==> src/rtl/sad_pkg.sv <==
// Shared types and constants for the SAD sequencer.
package sad_pkg;

  typedef enum logic [1:0] {
    IDLE   = 2'd0,
    S_TMPL = 2'd1,
    S_FRM  = 2'd2,
    DONE   = 2'd3
  } sad_state_e;

  localparam int ADDR_STEP = 4;   // bytes per pixel word
  localparam int SAD_W     = 32;  // pixel and accumulator width
  localparam int DIM_W     = 5;   // width of BlockW / BlockH fields

endpackage

==> src/rtl/sad_absdiff.sv <==
// Combinational unsigned absolute difference |a - b|.
module sad_absdiff
  import sad_pkg::*;
(
  input  logic [SAD_W-1:0] i_a,
  input  logic [SAD_W-1:0] i_b,
  output logic [SAD_W-1:0] o_diff
);

  // Subtract the smaller operand from the larger so the result is exact.
  always_comb begin
    o_diff = (i_a >= i_b) ? (i_a - i_b) : (i_b - i_a);
  end

endmodule

==> src/rtl/sad_engine.sv <==
// SAD sequencer: alternates template / frame reads from a zero-latency
// memory and accumulates |template - frame| over a W x H block.
module sad_engine
  import sad_pkg::*;
#(
  parameter int MAX_DIM = 16,
  parameter int ADDR_W  = 32
) (
  input  logic              Clk,
  input  logic              Rst_n,
  input  logic              Start,
  input  logic [ADDR_W-1:0] TemplateBase,
  input  logic [ADDR_W-1:0] FrameBase,
  input  logic [15:0]       FrameStride,
  input  logic [DIM_W-1:0]  BlockW,
  input  logic [DIM_W-1:0]  BlockH,
  output logic [ADDR_W-1:0] Address,
  output logic              MemRead,
  input  logic [SAD_W-1:0]  ReadData,
  output logic              Busy,
  output logic              Done,
  output logic [SAD_W-1:0]  SadOut
);

  localparam int StepSh = $clog2(ADDR_STEP);

  if (MAX_DIM >= (1 << DIM_W)) begin : g_dim_check
    $error("MAX_DIM does not fit the dimension field width");
  end

  sad_state_e        r_state, w_next;
  logic [ADDR_W-1:0] r_trow, r_frow;    // current row bases
  logic [ADDR_W-1:0] r_tstep, r_fstep;  // byte step from one row to the next
  logic [DIM_W-1:0]  r_w, r_h;
  logic [DIM_W-1:0]  r_r, r_c;
  logic [SAD_W-1:0]  r_treg;
  logic [SAD_W-1:0]  r_sad;

  logic [ADDR_W-1:0] w_coloff;
  logic [SAD_W-1:0]  w_absdiff;
  logic              w_last_c, w_last_r;

  assign w_coloff = ADDR_W'(r_c) << StepSh;
  assign w_last_c = (r_c == (r_w - DIM_W'(1)));
  assign w_last_r = (r_r == (r_h - DIM_W'(1)));
  assign SadOut   = r_sad;

  sad_absdiff u_absdiff (
    .i_a    (r_treg),
    .i_b    (ReadData),
    .o_diff (w_absdiff)
  );

  // State register.
  always_ff @(posedge Clk or negedge Rst_n) begin
    if (!Rst_n) r_state <= IDLE;
    else        r_state <= w_next;
  end

  // Next-state logic and state-decoded memory/status outputs.
  always_comb begin
    w_next  = r_state;
    Address = '0;
    MemRead = 1'b0;
    Busy    = 1'b0;
    Done    = 1'b0;
    case (r_state)
      IDLE: begin
        if (Start) begin
          w_next = ((BlockW == '0) || (BlockH == '0)) ? DONE : S_TMPL;
        end
      end
      S_TMPL: begin
        Address = r_trow + w_coloff;
        MemRead = 1'b1;
        Busy    = 1'b1;
        w_next  = S_FRM;
      end
      S_FRM: begin
        Address = r_frow + w_coloff;
        MemRead = 1'b1;
        Busy    = 1'b1;
        w_next  = (w_last_c && w_last_r) ? DONE : S_TMPL;
      end
      DONE: begin
        Done   = 1'b1;
        w_next = IDLE;
      end
      default: w_next = IDLE;
    endcase
  end

  // Config latch, pixel counters, row-base walk and SAD accumulation.
  always_ff @(posedge Clk or negedge Rst_n) begin
    if (!Rst_n) begin
      r_trow  <= '0;
      r_frow  <= '0;
      r_tstep <= '0;
      r_fstep <= '0;
      r_w     <= '0;
      r_h     <= '0;
      r_r     <= '0;
      r_c     <= '0;
      r_treg  <= '0;
      r_sad   <= '0;
    end else begin
      case (r_state)
        IDLE: begin
          if (Start) begin
            r_trow  <= TemplateBase;
            r_frow  <= FrameBase;
            r_tstep <= ADDR_W'(BlockW) << StepSh;
            r_fstep <= ADDR_W'(FrameStride) << StepSh;
            r_w     <= BlockW;
            r_h     <= BlockH;
            r_r     <= '0;
            r_c     <= '0;
            r_sad   <= '0;
          end
        end
        S_TMPL: r_treg <= ReadData;
        S_FRM: begin
          r_sad <= r_sad + w_absdiff;
          if (w_last_c) begin
            r_c    <= '0;
            r_r    <= r_r + DIM_W'(1);
            r_trow <= r_trow + r_tstep;
            r_frow <= r_frow + r_fstep;
          end else begin
            r_c <= r_c + DIM_W'(1);
          end
        end
        default: ;
      endcase
    end
  end

endmodule

==> config.mk <==
export PLATFORM = sky130hd
export DESIGN_NAME = sad_engine
export DESIGN_NICKNAME = d
export VERILOG_FILES = /design/src/rtl/sad_pkg.sv /design/src/rtl/sad_absdiff.sv /design/src/rtl/sad_engine.sv
export SDC_FILE = /design/constraint.sdc
export NUM_CORES = 1
export LEC_CHECK = 0
export BUFFER_PORTS_ARGS = -buffer_cell sky130_fd_sc_hd__buf_4
export CAP_MARGIN = 10
export CORE_ASPECT_RATIO = 2
export CORE_MARGIN = 3
export CORE_UTILIZATION = 62
export CTS_CLUSTER_SIZE = 40
export DETAILED_ROUTE_END_ITERATION = 10
export HOLD_SLACK_MARGIN = 0.08
export PLACE_DENSITY = 0.85
export REMOVE_ABC_BUFFERS = 1
export SLEW_MARGIN = 20
export SYNTH_ARGS = -nofsm -noshare
export SYNTH_HDL_FRONTEND = slang
export SYNTH_SLANG_ARGS = --single-unit
export TNS_END_PERCENT = 30
==> constraint.sdc <==
create_clock -name Clk -period 17 [get_ports Clk]
set_input_delay 3.4 -clock Clk [delete_from_list [all_inputs] [get_ports Clk]]
set_output_delay 3.4 -clock Clk [all_outputs]
set_load 0.03 [all_outputs]
==> flow_metrics.tcl <==
set metrics [dict create \
    status "completed" \
    multiInputGateArea_um2 9830 \
    clockRootBuffer "clkbuf_16" \
    clkTransAtPathRegs_ns 0.07 \
    final_cell_mix "buf_4, nand2_1, a21oi_1, dfrtp_1" \
    post_cts_resized 0 \
    synthCells 1829 \
    utilization_pct 72.4 \
    avgSynthCellArea_um2 8.08 \
    antenna_found_initial 0 \
    path_max_fanout 19 \
    drive_gt1_share_pct 15.0 \
    period_minus_slack_ns 8.84 \
    cts_max_level 4 \
    slew_violations 0 \
    area_delta_synth_final_pct 14.3 \
    cp-end-kind "flip-flop" \
    finClkSkew_ns 0.0121 \
    arrival_ns 9.14 \
    tightest_slew_ns 1.12 \
    core_area_um2 23300 \
    grt_max_degree 91 \
    die_h_um 224 \
    timing.fmax_mhz 113 \
    cts_setup_buffers 0 \
    clockBufferDepth 2 \
    yosysTopAreaCell "dfrtp_1" \
    required_ns 17.30 \
    die_x_um 115 \
    nNetsFinal 2226 \
    insertedDiodeCount 0 \
    tns_ns 0 \
    crit_path_start_kind "input port" \
    postRouteAntennaNets 0 \
    post-route-period-util_pct 52.0 \
    setup.worst_path.class "in2reg" \
    placementRows 79 \
    yosys-top-cells-area "dfrtp_1, ha_1, a21oi_1" \
    fillers 1852 \
    ys_warn_count 0 \
    numPortBuffers 191 \
    hold_path_class "reg2reg" \
    grt_overflow 0 \
    first_pass_iters 5 \
    hold_buffers 0 \
    drcViolationCount 0 \
    first_global_vias 14700 \
    clk_latency_ns 0.46 \
    maxSlewHeadroom_pct 25.0 \
    synth_flop_cell "dfrtp_1" \
    clock_sinks 166 \
    via_per_inst 6.43 \
    hpwl_mm 36.0 \
    drt-total-wl_mm 47.0 \
    netlist_area_um2 14800 \
    cts_tree "done" \
    finalHoldViolations 0 \
    async_flop_share_pct 100 \
    drt-wirelength-per-cell_um 20.8 \
    synth_edf_count 0 \
    initial_utilization_pct 63.4 \
    finalSetupViolations 0 \
    grt_pass1_wl_mm 73.5 \
    dieArea_um2 25800 \
    netlist-cell-type-count 79 \
    final_common_cell "buf_4" \
    pin_count 192 \
    gp_congestion 1.01 \
    grt_setup_unrepaired "false" \
    max_cap_viol_count 0 \
    ff_latch_area_um2 4150 \
    cts_buffers 17 \
    ys_seq_elements 166 \
    vias 14500 \
    first_iter_violations 976 \
    synth_seq_area_share_pct 28.1 \
    grt_usage_pct 35.9 \
    synth.top_cell.area_share_pct 28.1 \
]
[synth_stat cells (43+ instances only)]
master and number:
clkbuf_1 52, xor2_1 47, nor2_1 108, nand2_1 194
a21oi_1 181, nand3_1 46, mux2i_1 43, ha_1 137
dfrtp_1 166, inv_1 112, o21ai_0 136, xnor2_1 63
[routing by layer]
metal  vias up  track usage, %  wire, um
li1       6783               -         -
met1      6871            34.9     15900
met2       644            68.0     25700
met3       202            4.95      2100
met4         0            23.5      3330
met5         -               0         0
[worst paths after layout]
| check | from | endpoint | slack [ns] | cells past startpoint |
|---|---|---|---|---|
| max | ReadData[0] | SadOut[21] | 8.16 | 24 |
| min in group asynchronous | Rst_n | SadOut[0] | 2.85 | 1 |
| min | r_treg[31] | r_treg[31] | 0.52 | 1 |
| max in group asynchronous | Rst_n | r_frow[26] | 12.85 | 2 |
| max reg2reg | r_treg[0] | SadOut[21] | 10.74 | 24 |
| min reg2reg | r_treg[31] | r_treg[31] | 0.52 | 1 |
[through the flow]
stage | area (um2) | hold slack, ns | worst slack, ns | std cells
after floorplan | 14400 | 0.467 | 6.19 | 1737
after global placement | 16300 | 0.485 | 8.12 | 2222
after detailed placement | 16300 | 0.498 | 7.91 | 2222
after CTS | 16900 | 0.516 | 8.39 | 2254
after global routing | 16900 | 0.526 | 7.77 | 2254
final | 16900 | 0.517 | 8.16 | 2254
[final cells by class]
class	count	area share [%]
clock buffers	20	2.76
clock inverters	12	0.852
inverters	113	2.51
multi-input cells	1458	58.2
flip-flops and latches	166	24.6
well taps	283	2.10
repair buffers	202	9.00
[critical path, stage by stage]
cell       delay, ns
buf_4           0.09
ha_1            0.16
inv_1           0.06
fa_1            0.39
a21o_1          0.19
nand4_1         0.11
and3_1          0.23
nor4_2          0.08
o2111ai_2       0.31
and2_1          0.84
nor3_1          0.13
a21oi_1         0.23
xor2_1          0.17
ha_1            0.32
a2111oi_0       0.49
o21a_1          0.25
nor2_1          0.11
a21boi_1        0.53
o21bai_1        0.16
a21oi_1         0.30
o21ai_0         0.15
a31oi_1         0.21
xor2_1          0.15
o21ai_0         0.08
[cell families after synthesis]
| logic type | Yosys count | synth area share (%) |
|---|---|---|
| compound gates | 596 | 24.7 |
| buf+inv | 205 | 5.61 |
| simple gates | 534 | 17.3 |
| xor+xnor | 110 | 6.52 |
| fa+ha+maj | 143 | 12.4 |
| mux | 75 | 5.35 |
| flops | 166 | 28.1 |
[sequential cells by signal, indices dropped and copies added (netlist names)]
signal and count:
SadOut 32, r_c 5, r_frow 32, r_fstep 16, r_h 5, r_r 5
r_state 2, r_treg 32, r_trow 32, r_w 5
Power is left out: the tool's default activity adds up to more than one toggle a clock period on the data nets, which glitch-free logic cannot reach.
